File: src/rtl/rggen_rc_irq_pkg.sv
// rggen_rc_irq_pkg: shared types for the RC-field interrupt coalescer.
package rggen_rc_irq_pkg;
  typedef enum logic [1:0] {
    IDLE    = 2'd0,
    COLLECT = 2'd1,
    ASSERT  = 2'd2,
    HOLDOFF = 2'd3
  } rggen_rc_irq_state_e;
endpackage

File: src/rtl/rggen_rc_irq_timer.sv
// rggen_rc_irq_timer: loadable down-counter saturating at zero, shared by timeout and hold-off.
module rggen_rc_irq_timer #(
  parameter int WIDTH = 16
) (
  input  logic             i_clk,
  input  logic             i_rst_n,
  input  logic             i_load,
  input  logic [WIDTH-1:0] i_load_value,
  input  logic             i_dec,
  output logic [WIDTH-1:0] o_count,
  output logic             o_expire
);
  logic [WIDTH-1:0] count_q;
  logic [WIDTH-1:0] count_d;
  always_comb begin
    count_d = i_load ? i_load_value :
              (i_dec && count_q != '0) ? count_q - WIDTH'(1) : count_q;
  end
  always_ff @(posedge i_clk or negedge i_rst_n) begin
    if (!i_rst_n) count_q <= '0;
    else          count_q <= count_d;
  end
  assign o_count  = count_q;
  assign o_expire = count_q <= WIDTH'(1);
endmodule

File: src/rtl/rggen_rc_irq_coalescer.sv
// rggen_rc_irq_coalescer: coalesces events into RC-field set pulses and a thresholded/timed irq.
// Define RGGEN_RC_IRQ_COALESCER_EDGE_DETECT_EN to set on rising edges of i_event instead of levels.
module rggen_rc_irq_coalescer
  import rggen_rc_irq_pkg::*;
#(
  parameter int WIDTH       = 8,
  parameter int COUNT_WIDTH = 8,
  parameter int TIMER_WIDTH = 16
) (
  input  logic                   i_clk,
  input  logic                   i_rst_n,
  input  logic [WIDTH-1:0]       i_event,
  input  logic [WIDTH-1:0]       i_enable,
  input  logic [COUNT_WIDTH-1:0] i_threshold,
  input  logic [TIMER_WIDTH-1:0] i_timeout,
  input  logic [TIMER_WIDTH-1:0] i_holdoff,
  input  logic [WIDTH-1:0]       i_value,
  output logic [WIDTH-1:0]       o_set,
  output logic [WIDTH-1:0]       o_mask,
  output logic                   o_irq,
  output logic [1:0]             o_state
);
  rggen_rc_irq_state_e    state_q;
  logic [WIDTH-1:0]       set_q;
  logic [WIDTH-1:0]       ev;
  logic [COUNT_WIDTH-1:0] cnt_q;
  logic [COUNT_WIDTH-1:0] cnt_inc;
  logic                   irq_q;
  logic                   hit;
  logic                   status_nz;
  logic                   trig;
  logic                   tmr_load;
  logic                   tmr_dec;
  logic                   tmr_exp;
  logic [TIMER_WIDTH-1:0] tmr_val;
  logic [TIMER_WIDTH-1:0] tmr_cnt;
`ifdef RGGEN_RC_IRQ_COALESCER_EDGE_DETECT_EN
  logic [WIDTH-1:0] event_q;
  always_ff @(posedge i_clk or negedge i_rst_n) begin
    if (!i_rst_n) event_q <= '0;
    else          event_q <= i_event;
  end
  assign ev = i_event & ~event_q;
`else
  assign ev = i_event;
`endif
  // Threshold compare includes the hit of the current cycle so irq follows the triggering hit by one cycle.
  always_comb begin
    hit       = |set_q;
    status_nz = |(i_value & i_enable);
    cnt_inc   = &cnt_q ? cnt_q : cnt_q + COUNT_WIDTH'(1);
    trig      = ((hit ? cnt_inc : cnt_q) >= i_threshold) ||
                (i_timeout != '0 && tmr_cnt == TIMER_WIDTH'(1)) ||
                (i_threshold <= COUNT_WIDTH'(1));
    tmr_load  = (state_q == IDLE && (hit || status_nz)) ||
                (state_q == ASSERT && !status_nz) ||
                (state_q == HOLDOFF && tmr_exp && status_nz);
    tmr_val   = state_q == ASSERT ? i_holdoff : i_timeout;
    tmr_dec   = state_q == HOLDOFF || (state_q == COLLECT && i_timeout != '0);
  end
  rggen_rc_irq_timer #(.WIDTH(TIMER_WIDTH)) u_timer (
    .i_clk        (i_clk),
    .i_rst_n      (i_rst_n),
    .i_load       (tmr_load),
    .i_load_value (tmr_val),
    .i_dec        (tmr_dec),
    .o_count      (tmr_cnt),
    .o_expire     (tmr_exp)
  );
  always_ff @(posedge i_clk or negedge i_rst_n) begin
    if (!i_rst_n) begin
      state_q <= IDLE;
      set_q   <= '0;
      cnt_q   <= '0;
      irq_q   <= 1'b0;
    end else begin
      set_q <= ev & i_enable;
      case (state_q)
        IDLE: if (hit || status_nz) begin
          state_q <= COLLECT;
          cnt_q   <= COUNT_WIDTH'(1);
        end
        COLLECT: begin
          if (hit) cnt_q <= cnt_inc;
          if (trig) begin
            state_q <= ASSERT;
            irq_q   <= 1'b1;
          end else if (!status_nz && !hit) begin
            state_q <= IDLE;
            cnt_q   <= '0;
          end
        end
        ASSERT: if (!status_nz) begin
          state_q <= HOLDOFF;
          irq_q   <= 1'b0;
        end
        default: if (tmr_exp) begin
          state_q <= status_nz ? COLLECT : IDLE;
          cnt_q   <= status_nz ? COUNT_WIDTH'(1) : '0;
        end
      endcase
    end
  end
  assign o_set   = set_q;
  assign o_mask  = i_enable;
  assign o_irq   = irq_q;
  assign o_state = state_q;
endmodule

File: config.mk
export PLATFORM = sky130hd
export DESIGN_NAME = rggen_rc_irq_coalescer
export DESIGN_NICKNAME = d
export VERILOG_FILES = /design/src/rtl/rggen_rc_irq_pkg.sv /design/src/rtl/rggen_rc_irq_timer.sv /design/src/rtl/rggen_rc_irq_coalescer.sv
export SDC_FILE = /design/constraint.sdc
export NUM_CORES = 1
export LEC_CHECK = 0
export ABC_AREA = 1
export BUFFER_PORTS_ARGS = -buffer_cell sky130_fd_sc_hd__buf_2
export CAP_MARGIN = 20
export CORE_MARGIN = 4
export CORE_UTILIZATION = 50
export CTS_BUF_LIST = sky130_fd_sc_hd__clkbuf_16
export DETAILED_ROUTE_END_ITERATION = 10
export GPL_ROUTABILITY_DRIVEN = 0
export PLACE_DENSITY = 0.76
export SLEW_MARGIN = 25
export SYNTH_ARGS = -nofsm -noshare
export SYNTH_HDL_FRONTEND = slang
export SYNTH_SLANG_ARGS = --single-unit
File: constraint.sdc
create_clock -name i_clk -period 6.62 [get_ports i_clk]
set_input_delay 0.331 -clock i_clk [delete_from_list [all_inputs] [get_ports i_clk]]
set_output_delay 0.331 -clock i_clk [all_outputs]
set_load 0.03 [all_outputs]
==> flow_summary.ini <==
[worst_setup_path]
max_stage_delay_ns = 0.42
critPathRequiredTime_ns = 6.78
worstPathCellList = ha_1 > nand3_1 > inv_1 > nand4_1 > or2_2 > nand3_1 > ha_1 > a21oi_1 > o21ai_0 > nor2_1 > nand4_1 > nand4_1 > nand2_1
cp.arrival_ns = 3.15
crit_type = reg -> reg
path_delay_family = simple AND/OR/NAND/NOR gates
cp-start-kind = flip-flop
worst-path-buf-inv = 1
worst_setup_path_end_kind = flip-flop
cpMaxStageDelayCell = dfrtp_1
path_max_fanout = 8
crit_top_cell = nand4_1

[clocking]
clk_path_buf_depth = 2
post_cts_resize_count = 0
cts.hold.buffers_added = 0
cts_tree = done
clkSinkCount = 35
clk_latency_ns = 0.28
cts_setup_buffers = 0
cts.clk_slew.worst_paths_ns = 0.05
cts-root-buf = clkbuf_16
cts_made_buffers = 5
cts.htree.levels = 2

[global_route]
grt_pass1_wl_mm = 13.98
antenna_found_initial = 0
grt-ovfl-total = 0
grt_pass1_vias = 3183
grt_max_degree = 36
grt.total_usage_pct = 22.67

[final_layout]
stdcell_count = 641
syn_to_final_growth_pct = 17.60
insertedDiodeCount = 0
drive_gt1_share_pct = 22.79
finalNetCount = 646
fillers = 579

[placed_design]
dp_hpwl_mm = 6.360
io_buffers = 84
dp_cells = 633

[yosys]
muxShareOfSynthArea_pct = 0
synthAdderAreaFrac_pct = 5.931
synthFlopType = dfrtp_1
synth.most_common_cell = nand2_1
synth-simple-area-share_pct = 45.55
synthArstFlopShare_pct = 100.0
synth_top_family_by_area = simple AND/OR/NAND/NOR gates
synth_area_sq_um = 3164
synth_compound_area_share_pct = 5.575
ys_types = 27
ys_seq_area_share_pct = 27.68
avgSynthCellArea_sq_um = 6.431
synthTopCellsByCount = 172 x nand2_1, 64 x nor2_1, 59 x inv_1
synthCells = 492
synth-edff-count = 0
synth_nets = 573
yosysWarnings = 0
yosysTopAreaCell = dfrtp_1
synthTopCellsByArea = dfrtp_1 28%, nand2_1 20%, nor2_1 7.6%
synth_xor_area_share_pct = 4.429
ys_seq_elements = 35
synth_top_area_share_pct = 27.68

[floorplanning]
initial_core_util_pct = 52.51
num_rows = 28
fp.coreArea_sq_um = 6026
fp.dieH_microns = 87.55
io_pins = 85
die_w_microns = 87.55
die_area_sq_um = 7665

[route]
routed_wl_mm = 8.091
drc_errors = 0
first_pass_iters = 5
drtAntennaViolNets = 0
first_iter_violations = 185
vias_per_cell = 5.106
wl_per_cell_microns = 12.62
routed-via-count = 3273

[sta]
hold_violations = 0
setup_viol = 0
grt_setup_unrepaired = false
setup_tns_ns = 0
drv_slew = 0
relSlewSlack_pct = 45.54
fin_skew_ns = 0.006116
post-route-period-util_pct = 45.10
period_needed_ns = 2.986
tightestPinTransition_ns = 0.8170
max_clock_freq_ghz = 0.3349

[worst_hold_path]
hp-class = in -> async

[status]
status = finished, final reports clean

[pwr]
p_per_area_nw_per_um2 = 409.0
leakage_nw = 2.167
peakVddDrop_v = 0.0002188

[job]
drv_cap = 0
where the power goes:
| group | switching (mW) | internal, mW |
|---|---|---|
| clock | 0.0904 | 0.176 |
| sequential | 0.0909 | 0.292 |
| combinational | 0.575 | 0.298 |
per-layer routing:
metal	global-route usage, %	wire length [microns]	part of all wire, %	vias up
met2	37.74	3826	47	110
met5	0	0	0	-
met1	29.78	3624	45	1486
met4	6.555	83	1.0	0
li1	-	-	-	1669
met3	4.704	556	6.9	8
registers in the layout, summed over array words and instances, names as in the netlist:
register / count
u_timer.o_count: 16
cnt_q: 8
o_set: 8
o_state: 2
o_irq: 1
area by class of cell:
class	count	area [sq um]	share of cell area, %
Inverter	59	221.5	5.952
Sequential cell	35	875.8	23.54
Tap cell	75	93.84	2.522
Clock inverter	3	38.79	1.042
Multi-Input combinational cell	380	1946	52.29
Timing Repair Buffer	84	420.4	11.30
Clock buffer	5	125.1	3.362
through the flow:
step	hold WS (ns)	power, mW	utilization, %	area (sq um)	setup slack, ns
2_1_floorplan	0.03541	1.078	-	3164	4.187
6_report	0.1461	1.522	61.75	3721	3.634
3_3_place_gp	0.4535	1.226	59.03	3557	3.864
4_1_cts	0.1755	1.525	61.75	3721	3.696
3_5_place_dp	0.4596	1.254	59.03	3557	3.764
5_1_grt	0.2287	1.673	61.75	3721	3.398
cells in the final DEF, fill, tap and decap left out, types with 2 or more instances in the layout:
| master | instances |
|---|---|
| ha_1 | 15 |
| nor2_2 | 8 |
| xor2_1 | 9 |
| nand4_1 | 13 |
| buf_2 | 84 |
| nor2_4 | 4 |
| clkbuf_16 | 5 |
| nand2_4 | 2 |
| o21ai_0 | 13 |
| o21ai_2 | 8 |
| inv_1 | 59 |
| nand3_1 | 43 |
| nand3_2 | 4 |
| nand2_1 | 172 |
| a21oi_1 | 4 |
| nand2_2 | 8 |
| xnor2_1 | 7 |
| dfrtp_1 | 35 |
| nor2_1 | 64 |
logic make-up (layout without fill, tap and decap cells):
logic type / Yosys count / in the layout
adder cells (fa/ha/maj): 15 / 15
buffers and inverters: 77 / 151
flip-flops: 35 / 35
AO/OA/AOI/OAI: 27 / 27
AND/OR/NAND/NOR: 322 / 322
XOR/XNOR: 16 / 16
path summary, 6_finish.rpt:
kind / from / cells past startpoint / slack [ns] / end
min in group i_clk: i_event[2] / 3 / 0.23 / o_set[2]$_DFF_PN0_
max in group asynchronous: i_rst_n / 1 / 5.96 / u_timer.o_count[3]$_DFFE_PN0P_
worst max register to register: cnt_q[0]$_DFFE_PN0P_ / 13 / 3.63 / cnt_q[4]$_DFFE_PN0P_
worst max-delay path: cnt_q[0]$_DFFE_PN0P_ / 13 / 3.63 / cnt_q[4]$_DFFE_PN0P_
worst min register to register: o_irq$_DFFE_PN0P_ / 2 / 0.47 / o_irq$_DFFE_PN0P_
worst min-delay path: i_rst_n / 1 / 0.15 / cnt_q[1]$_DFFE_PN0P_
worst register-to-register path, delay by kind of cell, from the launching register on:
family	cells	cell delay, ns
buffers and inverters	1	0.12
AND/OR/NAND/NOR	8	1.62
adder cells (fa/ha/maj)	2	0.47
flip-flops	1	0.42
AO/OA/AOI/OAI	2	0.24
Note: power is estimated with default switching activity, not from simulation.
